--- src/rtl/led_run_pkg.sv ---
// ---------------------------------------------------------------------------
// led_run_pkg
// Shared types and constants for the LED running-light controller.
//   run_state_e      : controller FSM encoding (IDLE / RUN / HOLD)
//   N_LED_DEFAULT    : default number of LED outputs
//   STEP_DIV_DEFAULT : default number of tick rises per pattern step
//   DIV_CNT_W        : width of the tick divider counter
// ---------------------------------------------------------------------------
package led_run_pkg;

    typedef enum logic [1:0] {
        IDLE = 2'b00,
        RUN  = 2'b01,
        HOLD = 2'b10
    } run_state_e;

    localparam int N_LED_DEFAULT    = 4;
    localparam int STEP_DIV_DEFAULT = 1;
    localparam int DIV_CNT_W        = 8;

endpackage

--- src/rtl/led_tick_div.sv ---
// ---------------------------------------------------------------------------
// led_tick_div
// Rising-edge detector on the upstream LED pulse plus a STEP_DIV divider.
// step_o is combinational so the controller can move the pattern on the same
// clock edge at which the qualifying tick rise is first sampled.
// Ports:
//   clk_i   : system clock
//   rst_i   : asynchronous reset, active-high
//   tick_i  : upstream pulse/level; only low-to-high transitions count
//   en_i    : rises are counted only while high (controller in RUN, no Stop)
//   clr_i   : synchronous clear of the divider count
//   step_o  : high for the cycle in which a pattern step must be taken
// ---------------------------------------------------------------------------
module led_tick_div
    import led_run_pkg::*;
#(
    parameter int STEP_DIV = STEP_DIV_DEFAULT
) (
    input  logic clk_i,
    input  logic rst_i,
    input  logic tick_i,
    input  logic en_i,
    input  logic clr_i,
    output logic step_o
);

    localparam logic [DIV_CNT_W-1:0] DIV_LAST = DIV_CNT_W'(STEP_DIV - 1);

    logic                 tick_q;   // tick_i delayed by one clock
    logic [DIV_CNT_W-1:0] cnt_q;
    logic [DIV_CNT_W-1:0] cnt_d;
    logic                 rise;

    // tick_q clears in reset, so a tick already high at reset release reads
    // as a rise on the first edge; it is harmless because the controller is
    // in IDLE there and en_i is low.
    assign rise   = tick_i & ~tick_q;
    assign step_o = en_i & rise & (cnt_q == DIV_LAST);

    always_comb begin
        // NOTE: every combinational output gets a default first so no path
        // leaves it unassigned and infers a latch.
        cnt_d = cnt_q;
        if (clr_i) begin
            cnt_d = '0;
        end else if (en_i && rise) begin
            cnt_d = (cnt_q == DIV_LAST) ? '0 : cnt_q + DIV_CNT_W'(1);
        end
    end

    // NOTE: sequential state uses non-blocking assignments so every register
    // samples its pre-edge inputs regardless of statement order.
    always_ff @(posedge clk_i or posedge rst_i) begin
        if (rst_i) begin
            tick_q <= 1'b0;
            cnt_q  <= '0;
        end else begin
            tick_q <= tick_i;
            cnt_q  <= cnt_d;
        end
    end

endmodule

--- src/rtl/led_run_ctrl.sv ---
// ---------------------------------------------------------------------------
// led_run_ctrl
// Running-light (one-hot rotating) LED driver stepped by the upstream LED
// pulse, with start / stop / hold control, direction select and a wrap flag.
// Ports:
//   CLK        : system clock, all state changes on its rising edge
//   RST        : asynchronous reset, active-high
//   Tick_In    : upstream LED pulse; rising edges advance the divider
//   Start      : start from IDLE, resume from HOLD
//   Stop       : freeze from RUN, clear from HOLD; wins over Start
//   Dir        : 0 = step toward MSB, 1 = step toward LSB
//   LED_Out    : registered one-hot pattern, zero in IDLE
//   Busy       : registered, high in RUN or HOLD
//   Wrap_Pulse : registered, one cycle high after a wrapping step
// Build option:
//   LED_RUN_BOUNCE_EN : pattern bounces between the ends instead of
//                       wrapping; Dir is sampled only when leaving IDLE and
//                       the direction is held internally.
// ---------------------------------------------------------------------------
module led_run_ctrl
    import led_run_pkg::*;
#(
    parameter int N_LED    = N_LED_DEFAULT,
    parameter int STEP_DIV = STEP_DIV_DEFAULT
) (
    input  logic             CLK,
    input  logic             RST,
    input  logic             Tick_In,
    input  logic             Start,
    input  logic             Stop,
    input  logic             Dir,
    output logic [N_LED-1:0] LED_Out,
    output logic             Busy,
    output logic             Wrap_Pulse
);

    run_state_e       state_q;
    run_state_e       state_d;
    logic [N_LED-1:0] led_q;
    logic [N_LED-1:0] led_d;
    logic             busy_q;
    logic             busy_d;
    logic             wrap_q;
    logic             wrap_d;

    logic             step;       // divider says: take a step this edge
    logic             div_en;
    logic             div_clr;
    logic             start_load; // IDLE -> RUN on this edge
    logic [N_LED-1:0] led_load;
    logic [N_LED-1:0] led_step;   // pattern after one step
    logic             step_wrap;  // that step crosses / reverses at an end

    assign start_load = (state_q == IDLE) && Start && !Stop;

    // A rise arriving together with Stop is dropped entirely (no step and no
    // count), so the frozen pattern and divider phase match the pre-Stop view.
    assign div_en  = (state_q == RUN) && !Stop;
    assign div_clr = start_load || ((state_q == HOLD) && Stop);

    assign led_load = Dir ? {1'b1, {(N_LED-1){1'b0}}}
                          : {{(N_LED-1){1'b0}}, 1'b1};

    led_tick_div #(
        .STEP_DIV (STEP_DIV)
    ) u_tick_div (
        .clk_i  (CLK),
        .rst_i  (RST),
        .tick_i (Tick_In),
        .en_i   (div_en),
        .clr_i  (div_clr),
        .step_o (step)
    );

`ifdef LED_RUN_BOUNCE_EN
    logic dir_q;
    logic dir_d;

    // Shift without wrap; reaching an end flips the direction on that same
    // step, so the next step already moves away from the end.
    always_comb begin
        if (dir_q) begin
            led_step  = led_q >> 1;
            step_wrap = led_step[0];
        end else begin
            led_step  = led_q << 1;
            step_wrap = led_step[N_LED-1];
        end

        dir_d = dir_q;
        if (start_load) begin
            dir_d = Dir;
        end else if (step && step_wrap) begin
            dir_d = ~dir_q;
        end
    end

    always_ff @(posedge CLK or posedge RST) begin
        if (RST) begin
            dir_q <= 1'b0;
        end else begin
            dir_q <= dir_d;
        end
    end
`else
    // Plain rotation; Dir is taken live at every step.
    always_comb begin
        if (Dir) begin
            led_step  = {led_q[0], led_q[N_LED-1:1]};
            step_wrap = led_q[0];
        end else begin
            led_step  = {led_q[N_LED-2:0], led_q[N_LED-1]};
            step_wrap = led_q[N_LED-1];
        end
    end
`endif

    // Next-state and output logic. Stop is tested before Start everywhere so
    // that a simultaneous request always resolves in favour of Stop.
    always_comb begin
        state_d = state_q;
        led_d   = led_q;
        busy_d  = busy_q;
        wrap_d  = 1'b0;

        case (state_q)
            IDLE: begin
                if (start_load) begin
                    state_d = RUN;
                    led_d   = led_load;
                    busy_d  = 1'b1;
                end
            end
            RUN: begin
                if (Stop) begin
                    state_d = HOLD;
                end else if (step) begin
                    led_d  = led_step;
                    wrap_d = step_wrap;
                end
            end
            HOLD: begin
                if (Stop) begin
                    state_d = IDLE;
                    led_d   = '0;
                    busy_d  = 1'b0;
                end else if (Start) begin
                    state_d = RUN;
                end
            end
            default: begin
                state_d = IDLE;
                led_d   = '0;
                busy_d  = 1'b0;
            end
        endcase
    end

    always_ff @(posedge CLK or posedge RST) begin
        if (RST) begin
            state_q <= IDLE;
            led_q   <= '0;
            busy_q  <= 1'b0;
            wrap_q  <= 1'b0;
        end else begin
            state_q <= state_d;
            led_q   <= led_d;
            busy_q  <= busy_d;
            wrap_q  <= wrap_d;
        end
    end

    assign LED_Out    = led_q;
    assign Busy       = busy_q;
    assign Wrap_Pulse = wrap_q;

endmodule

--- config.mk ---
export PLATFORM = sky130hd
export DESIGN_NAME = led_run_ctrl
export DESIGN_NICKNAME = d
export VERILOG_FILES = /design/src/rtl/led_run_pkg.sv /design/src/rtl/led_tick_div.sv /design/src/rtl/led_run_ctrl.sv
export SDC_FILE = /design/constraint.sdc
export NUM_CORES = 1
export LEC_CHECK = 0
export CORE_UTILIZATION = 57
export CTS_CLUSTER_SIZE = 40
export DETAILED_ROUTE_END_ITERATION = 8
export PLACE_DENSITY = 0.81
export SLEW_MARGIN = 25
export SYNTH_ARGS = -nofsm -noshare
export SYNTH_HDL_FRONTEND = slang
export SYNTH_HIERARCHICAL = 1
export SYNTH_SLANG_ARGS = --single-unit
--- constraint.sdc ---
create_clock -name CLK -period 4.2 [get_ports CLK]
set_input_delay 0.63 -clock CLK [delete_from_list [all_inputs] [get_ports CLK]]
set_output_delay 0.63 -clock CLK [all_outputs]
set_load 0.02 [all_outputs]
Word-level counts from Yosys, hierarchy flattened
Cells that the tools add are included.
{"block": "word_totals", "regBits": 17, "in_bits": 6, "out_inout_bits": 6}
{"block": "op_classes", "n_addsub": 1, "n_eq_ne": 8, "muxes": 22, "n_bitwise": 5, "n_reduce_logical": 13}
{"op": "2-to-1 mux 4 bit", "n": 6}
{"op": "2-to-1 mux 8 bit", "n": 3}
{"op": "case mux 4 bit (3 select lines)", "n": 1}
{"op": "inequality test 2 bit (second input constant)", "n": 5}
{"op": "adder 8 x 1 -> 8 bit (second input constant)", "n": 1}
{"op": "logical NOT 8 bit", "n": 1}
{"op": "2-to-1 mux 2 bit", "n": 4}
{"op": "2-to-1 mux 1 bit", "n": 6}
{"op": "case mux 2 bit (3 select lines)", "n": 1}
{"op": "AND reduction 3 bit", "n": 2}
{"op": "logical AND 1 bit", "n": 5}
{"op": "AND reduction 4 bit", "n": 1}
{"op": "bitwise AND 1 bit", "n": 3}
{"op": "inequality test 3 bit (second input constant)", "n": 1}
{"op": "case mux 1 bit (3 select lines)", "n": 1}
{"op": "== test 2 x 1 -> 1 bit (second input constant)", "n": 1}
{"op": "== test 2 bit (second input constant)", "n": 1}
{"op": "logical NOT 2 bit", "n": 1}
{"op": "NOT 1 bit", "n": 2}
{"op": "nonzero test 2 bit", "n": 1}
{"op": "logical NOT 1 bit", "n": 1}
{"op": "logical OR 1 bit", "n": 1}

Logic depth before layout (Yosys ltp)
Gate-level depths: netlist (run 1).
{"block": "depth", "depth_word": 7, "depth_mapped": 8, "depth_no_buf": 8}

By module
Netlist (run 1), hierarchy kept.
{"mod": "led_tick_div", "n_inst": 1, "cells_per_inst": 56, "area_per_inst_um2": 520.5}
{"mod": "led_run_ctrl", "n_inst": 1, "cells_per_inst": 46, "area_per_inst_um2": 461.7}

Worst setup path after synthesis (run 1)
Ideal clock, no wire load.
{"block": "synth_path", "kind": "reg-to-reg", "from": "register u_tick_div.cnt_q[0]", "to": "register led_q[1] (netlist: LED_Out[1])", "setup_time_ns": 0.125, "arrival_ns": 1.853, "required_time_ns": 4.075, "slack_ns": 2.222, "path_stages_with_launch": 9, "n_path_buf": 0, "synth_period_minus_slack_ns": 1.978, "cell_sequence": "dfrtp_1 -> inv_1 -> ha_1 -> nor4b_1 -> nand2_1 -> nor2_1 -> a21oi_2 -> o211ai_4 -> mux2_4"}
{"block": "synth_via", "elab_chain_cells": 4}
{"item": "start: declaration", "line_no": "led_tick_div.sv:30", "text": "logic [DIV_CNT_W-1:0] cnt_q;"}
{"item": "start signal: assignment", "line_no": "led_tick_div.sv:59", "text": "cnt_q <= cnt_d;"}
{"item": "logical NOT 8 bit", "line_no": "led_tick_div.sv:38", "text": "assign step_o = en_i & rise & (cnt_q == DIV_LAST);"}
{"item": "bitwise AND 1 bit", "line_no": "led_tick_div.sv:38"}
{"item": "via step", "line_no": "led_run_ctrl.sv:46", "text": "logic step;"}
{"item": "inequality test 2 bit (no line)"}
{"item": "AND reduction 4 bit (no line)"}
{"item": "end signal: assignment", "line_no": "led_run_ctrl.sv:167", "text": "led_q <= led_d;"}
{"item": "end: declaration", "line_no": "led_run_ctrl.sv:39", "text": "logic [N_LED-1:0] led_q;"}
The timed path passes the listed nets, and every way through them passes these cells.
A chain may end at the register's enable or synchronous reset.

Final worst setup path (run 1)
{"block": "layout_path", "from": "input port Stop", "to": "register led_q[0] (netlist: LED_Out[0])"}
{"block": "layout_via", "elab_chain_cells": 6, "elab_cells_between_ends": 10, "classes_between": "4 x eq/ne; 2 x bitwise; 4 x reduce/logical"}
{"item": "start: declaration", "line_no": "led_run_ctrl.sv:30", "text": "input logic Stop,"}
{"item": "logical NOT 1 bit", "line_no": "led_run_ctrl.sv:58", "text": "assign div_en = (state_q == RUN) && !Stop;"}
{"item": "logical AND 1 bit", "line_no": "led_run_ctrl.sv:58"}
{"item": "via div_en", "line_no": "led_run_ctrl.sv:47", "text": "logic div_en;"}
{"item": "bitwise AND 1 bit (2 in a row)", "line_no": "led_tick_div.sv:38"}
{"item": "via step", "line_no": "led_run_ctrl.sv:46"}
{"item": "inequality test 2 bit (no line)"}
{"item": "AND reduction 4 bit (no line)"}
The timed path passes the listed nets, and every way through them passes these cells.

==> run_results.csv, run 1 <==
group,metric,value,unit
setup_path,end_kind,"flip-flop",
floorplan,dieArea,0.00189,mm²
power_and_ir_drop,powerDensity,350,mW/mm²
logic_synthesis,synth_async_sr_flop_share,100,%
sta,hold_viol,0,
sta,min_period_over_period,53.0,%
cells_and_area,nets,124,
placement,io_buffers,11,
floorplan,rows,14,
sta,slew_headroom,50.8,%
logic_synthesis,ys_dominant_reg_cell,"dfrtp_1",
setup_path,crit_family,"simple AND/OR/NAND/NOR gates",
power_and_ir_drop,pwr-share-clk,21.6,%
sta,slew_viol_final,0,
sta,setup_viol,0,
grt,grt_usage,22.8,%
clock_tree,clk_pin_slew,100,ps
setup_path,crit_chain,"clkdlybuf4s50_1, nor2_1, nand3b_4, nor2_1, a21oi_2, o211ai_4, mux2_4",
floorplan,dieHeight,43.5,µm
power_and_ir_drop,power.total,0.393,mW
cells_and_area,area_delta_synth_final,14.3,%
cells_and_area,nFillCells,119,
setup_path,crit_path_start,"Stop",
detailed_routing,totalWireLength,1780,µm
floorplan,num_io_pins,12,
grt,grt_max_degree,11,
job,drv_cap,0,
setup_path,crit_path_start_kind,"input port",
worst_hold_path,hold_path_class,"reg2reg",
detailed_routing,post_drt_wl_per_cell,13.6,µm
floorplan,start_util,63.0,%
setup_path,reg2regPathDepth,8,
logic_synthesis,syn_avg_cell_area,9.63,µm²
sta,worst_pin_slew,739,ps
outcome,status,"complete, but fails checks",
setup_path,critical_path_arrival,2400,ps
detailed_routing,drt_pre_antenna_iters,6,
power_and_ir_drop,ir_drop,215,µV
power_and_ir_drop,sw_frac_of_total,31.3,%
logic_synthesis,seq_area_frac_synth,43.3,%
logic_synthesis,synth_seq_cells,17,
clock_tree,post_cts_resized,0,
floorplan,coreArea,0.00156,mm²
setup_path,rr_startpoint,"u_tick_div/cnt_q[0]$_DFFE_PP0P_",
logic_synthesis,syn_inst,102,
clock_tree,cts.sinks,17,
clock_tree,cts_max_level,1,
floorplan,die_x,43.5,µm
clock_tree,cts_tree,"yes",
detailed_routing,via_count,780,
sta,final.setup.tns,0,ps
outcome,violations,"design-rule violations",
power_and_ir_drop,intPower,0.270,mW
logic_synthesis,synth_edf_count,0,
cells_and_area,antennaDiodeCount,0,
detailed_routing,post_drt_via_cell_ratio,5.95,
clock_tree,cts_root_buffer,"clkbuf_4",
placement,gp_congestion,0.884,
clock_tree,post-cts-setup-buffers,0,
setup_path,cp.depth,7,
setup_path,cp_num_buf_inv,1,
logic_synthesis,syn-cell-area,982,µm²
setup_path,crit_type,"in2reg",
grt,grt_pass1_wl,3240,µm
cells_and_area,multiInputGateArea,505,µm²
logic_synthesis,synth_fp_nets,110,
setup_path,regToRegSetupSlack,2010,ps
setup_path,crit_path_end,"LED_Out[0]$_DFFE_PP0P_",
power_and_ir_drop,combPwrFrac,27.5,%
power_and_ir_drop,p_sw,0.123,mW
cells_and_area,drive_gt1_share,13.0,%
clock_tree,clockBufferDepth,2,
setup_path,path_max_fanout,8,
clock_tree,hold_buffers,0,
power_and_ir_drop,pwr-share-seq,50.9,%
sta,timing.fmax,0.449,GHz
setup_path,cp_common_cell,"nor2_1",
grt,grt_pass1_vias,744,
logic_synthesis,synth_cell_types,31,
grt,antenna_found_initial,0,
setup_path,critPathSlowestCell,"clkdlybuf4s50_1",
sta,layout_min_cycle_time,2230,ps
clock_tree,cts_inserted_buffers,3,
clock_tree,clock_latency,280,ps
detailed_routing,drc,4,
sta,fin_worst_skew,2.48,ps
placement,dp.final_hpwl,1410,µm
cells_and_area,seqCellArea,425,µm²
setup_path,r2r-end,"LED_Out[0]$_DFFE_PP0P_",
grt,gr-total-overflow,0,
detailed_routing,drt_iter0_drc,33,
setup_path,crit_required,4370,ps
setup_path,cpPeakStageDelay,470,ps
sta,rsz0062_at_grt,"no",
logic_synthesis,yosys_warnings,6,
detailed_routing,antenna_left,0,
power_and_ir_drop,leakage,0.511,nW
## layout make-up
cell class              count  share of cell area (%)
well taps                  16                    1.78
repair buffers             11                    9.81
flip-flops and latches     17                    37.9
clock buffers               3                    2.01
multi-input cells          74                    45.0
clock inverters             1                   0.446
inverters                   9                    3.01
## metrics by stage
| stage | area, µm² | instances | setup slack, ps | hold slack (ps) | utilization, % |
|---|---|---|---|---|---|
| after floorplan | 982 | 102 | 2220 | 446 | - |
| after global placement | 1090 | 127 | 1720 | 533 | 70.2 |
| after detailed placement | 1090 | 127 | 1670 | 556 | 70.2 |
| after CTS | 1120 | 131 | 1980 | 571 | 72.0 |
| after global routing | 1120 | 131 | 1860 | 591 | 72.0 |
| final | 1120 | 131 | 1970 | 574 | 72.0 |
## synth_stat cells (3+ instances only)
cell | number | area, µm²
o21ai_0 | 7 | 35.0
nor2_1 | 10 | 37.5
nand3b_1 | 3 | 22.5
nor3_1 | 4 | 20.0
dfrtp_1 | 17 | 425
a21oi_1 | 9 | 45.0
mux2i_1 | 3 | 30.0
nand3_1 | 4 | 20.0
mux2_4 | 4 | 60.1
inv_1 | 9 | 33.8
nand2_1 | 8 | 30.0
## tightest hold or removal path, delay by kind of cell, from the launching register on
kind          cells  cell delay [ps]
xor+xnor          1              120
simple gates      1               40
flops             1              380
## worst min path at each step
stage / start / to / depth (start not counted)
6_report: u_tick_div/cnt_q[7]$_DFFE_PP0P_ / u_tick_div/cnt_q[7]$_DFFE_PP0P_ / 2
5_1_grt: u_tick_div/cnt_q[7]$_DFFE_PP0P_ / u_tick_div/cnt_q[7]$_DFFE_PP0P_ / 2
4_1_cts: u_tick_div/cnt_q[7]$_DFFE_PP0P_ / u_tick_div/cnt_q[7]$_DFFE_PP0P_ / 2
3_5_place_dp: Busy$_DFFE_PP0P_ / Busy$_DFFE_PP0P_ / 2
3_3_place_gp: Busy$_DFFE_PP0P_ / Busy$_DFFE_PP0P_ / 2
2_1_floorplan: RST / Busy$_DFFE_PP0P_ / 1
## routing by layer
| layer | part of all wire (%) | global-route usage [%] | wire, µm | up-vias |
|---|---|---|---|---|
| met3 | 5.4 | 2.50 | 97 | 2 |
| li1 | - | - | - | 379 |
| met1 | 48 | 32.5 | 861 | 374 |
| met2 | 46 | 36.7 | 812 | 25 |
| met4 | 0.56 | 7.50 | 10 | 0 |
| met5 | 0 | 0 | 0 | - |
## placed cells by master (no fill, tap or decap), types with 4 or more instances in the layout
cell type and n:
mux2_4 4, nand2_1 8, o21ai_0 7, nor2_1 10, a21oi_1 9, dfrtp_1 17, nor3_1 4, nand3_1 4
inv_1 9, clkdlybuf4s50_1 11
## power by group through the flow
stage / clock (mW) / combinational, mW / sequential [mW]
6_report: 0.0850 / 0.108 / 0.200
2_1_floorplan: 0 / 0.0610 / 0.211
3_5_place_dp: 0 / 0.108 / 0.203
4_1_cts: 0.0883 / 0.109 / 0.200
3_3_place_gp: 0 / 0.106 / 0.201
5_1_grt: 0.0944 / 0.118 / 0.204
## registers in the layout, summed over array words and instances (netlist names)
signal / count
Busy: 1
LED_Out: 4
Wrap_Pulse: 1
state_q: 2
u_tick_div/cnt_q: 8
u_tick_div/tick_q: 1
## kinds of logic after synthesis
group                    synth area share, %
flip-flops                              43.3
buffers and inverters                   5.22
adder cells (fa/ha/maj)                 2.55
XOR/XNOR                                2.68
AND/OR/NAND/NOR                         23.4
AO/OA/AOI/OAI                           13.6
multiplexers                            9.17
Note: power is estimated with default switching activity, not from simulation.
==> run 2, diff against run 1 <==
Settings changed: CORE_UTILIZATION 57 to 48, PLACE_DENSITY 0.81 to 0.73.
Clock period 4.2 ns to 1.85 ns, I/O delays scaled along.
==> run_results.csv, run 2 (same netlist as run 1, synthesis figures left out) <==
group,metric,value,unit
floorplan,start_util,54.0,%
setup_path,crit_type,"reg2reg",
cells_and_area,final_common_cell,"buf_4",
floorplan,die_x,47.2,µm
placement,dp.cells,150,
sta,hold_viol,0,
cells_and_area,area_delta_synth_final,37.6,%
sta,setup_viol,1,
floorplan,rows,15,
setup_path,critical_path_arrival,2030,ps
setup_path,crit_required,2030,ps
setup_path,crit_path_start_kind,"flip-flop",
cells_and_area,antennaDiodeCount,0,
floorplan,dieArea,0.00223,mm²
outcome,status,"complete, but fails checks",
power_and_ir_drop,pwr-share-seq,45.6,%
setup_path,path_max_fanout,4,
grt,grt_pass1_wl,3720,µm
detailed_routing,totalWireLength,2330,µm
grt,grt_usage,25.0,%
detailed_routing,antenna_left,0,
floorplan,coreArea,0.00182,mm²
power_and_ir_drop,intPower,0.682,mW
sta,rsz0062_at_grt,"yes",
power_and_ir_drop,leakage,0.621,nW
power_and_ir_drop,combPwrFrac,35.3,%
clock_tree,clock_latency,290,ps
sta,worst_pin_slew,350,ps
cells_and_area,final_cell_mix,"buf_4 (21), dfrtp_1 (17), clkdlybuf4s50_1 (11)",
placement,dp.final_hpwl,1670,µm
power_and_ir_drop,pwr-share-clk,19.1,%
cells_and_area,regMostFlops,"u_tick_div/cnt_q",
grt,busiest_layer,"met2",
grt,gr-total-overflow,0,
setup_path,end_kind,"flip-flop",
setup_path,regToRegSetupSlack,-1,ps
clock_tree,cts_inserted_buffers,3,
setup_path,r2r-end,"LED_Out[2]$_DFFE_PP0P_",
floorplan,num_io_pins,12,
sta,min_period_over_period,100,%
clock_tree,clk_pin_slew,90,ps
setup_path,reg2regPathDepth,8,
power_and_ir_drop,powerDensity,729,mW/mm²
sta,timing.fmax,0.540,GHz
clock_tree,cts_root_buffer,"clkbuf_4",
grt,grt_pass1_vias,838,
cells_and_area,final-instance-count-excl-fill,161,
power_and_ir_drop,sw_frac_of_total,30.7,%
grt,met1_usage,31.2,%
cells_and_area,multiInputGateArea,567,µm²
cells_and_area,drive_gt1_share,32.4,%
grt,met2_usage,41.1,%
grt,grt_max_degree,11,
worst_hold_path,hold_path_class,"in2async",
cells_and_area,nets,145,
detailed_routing,drt_iter0_drc,34,
sta,fin_worst_skew,7.08,ps
power_and_ir_drop,p_sw,0.302,mW
detailed_routing,drt_pre_antenna_iters,4,
clock_tree,cts_tree,"yes",
clock_tree,clockBufferDepth,2,
job,drv_cap,0,
grt,met3_usage,7.31,%
cells_and_area,largest_reg_flops,8,
clock_tree,cts.sinks,17,
detailed_routing,via_count,897,
detailed_routing,post_drt_via_cell_ratio,5.57,
grt,antenna_found_initial,0,
sta,fin_ws,-1.20,ps
floorplan,dieHeight,47.2,µm
placement,gp_congestion,0.894,
sta,hold_ws,265,ps
placement,io_buffers,11,
cells_and_area,seqCellArea,425,µm²
power_and_ir_drop,ir_drop,606,µV
cells_and_area,nFillCells,132,
detailed_routing,drc,0,
detailed_routing,post_drt_wl_per_cell,14.5,µm
sta,layout_min_cycle_time,1850,ps
sta,slew_viol_final,0,
setup_path,rr_startpoint,"u_tick_div/cnt_q[0]$_DFFE_PP0P_",
sta,slew_headroom,76.7,%
clock_tree,cts_max_level,1,
outcome,violations,"negative setup slack",
==> run 2: cell type report <==
class                      count  area share, %
multi-input combinational     74           41.9
inverter                       9           2.50
tap                           25           2.31
timing repair buffer          32           19.8
clock buffer                   4           1.94
sequential                    17           31.5
==> run 2: worst max path at each step <==
stage | from | end | slack (ps) | cells after the start
floorplan | u_tick_div/cnt_q[0]$_DFFE_PP0P_ | LED_Out[1]$_DFFE_PP0P_ | 10 | 8
global placement | Stop | u_tick_div/cnt_q[6]$_DFFE_PP0P_ | -30 | 6
detailed placement | Stop | LED_Out[2]$_DFFE_PP0P_ | -110 | 7
CTS | u_tick_div/cnt_q[1]$_DFFE_PP0P_ | LED_Out[2]$_DFFE_PP0P_ | -30 | 8
global route | u_tick_div/cnt_q[0]$_DFFE_PP0P_ | LED_Out[1]$_DFFE_PP0P_ | -80 | 8
finish | u_tick_div/cnt_q[0]$_DFFE_PP0P_ | LED_Out[2]$_DFFE_PP0P_ | -1 | 8
==> run 2: power groups by stage <==
stage	sequential [mW]	clock (mW)	combinational, mW
6_report	0.449	0.188	0.347
3_5_place_dp	0.454	0	0.292
2_1_floorplan	0.480	0	0.144
3_3_place_gp	0.452	0	0.284
5_1_grt	0.453	0.213	0.372
4_1_cts	0.449	0.191	0.333
==> run 2: what timing repair did <==
action | 4_1_cts | 5_1_grt
hold buffers | 0 | 0
cloned | 0 | 0
gates resized for setup | 5 | 5
pin swaps | 5 | 3
endpoints found under the setup margin | 4 | 6
setup buffers | 6 | 1
==> run 2: critical path: stages, from the launching register on <==
cell,delay (ps)
dfrtp_1,400
inv_2,80
ha_4,120
nor4b_4,200
nand2_1,130
nor2_2,130
a21oi_2,80
o211ai_4,260
mux2_4,330
==> run 2: layer usage <==
metal | vias to the layer above | wire length [µm]
li1 | 421 | -
met1 | 421 | 980
met2 | 43 | 1120
met3 | 12 | 155
met4 | 0 | 74
met5 | - | 0
==> run 2: through the flow <==
stage | TNS (ps) | cell area (µm²) | worst slack (ps) | util [%] | total power, mW
after floorplan | 0 | 1000 | 12.0 | - | 0.625
after detailed placement | -478 | 1230 | -108 | 67.6 | 0.747
after global routing | -288 | 1350 | -82.9 | 74.2 | 1.04
final | -1.20 | 1350 | -1.20 | 74.2 | 0.984
after CTS | -89.1 | 1320 | -31.5 | 72.6 | 0.973
after global placement | -126 | 1230 | -25.6 | 67.6 | 0.736
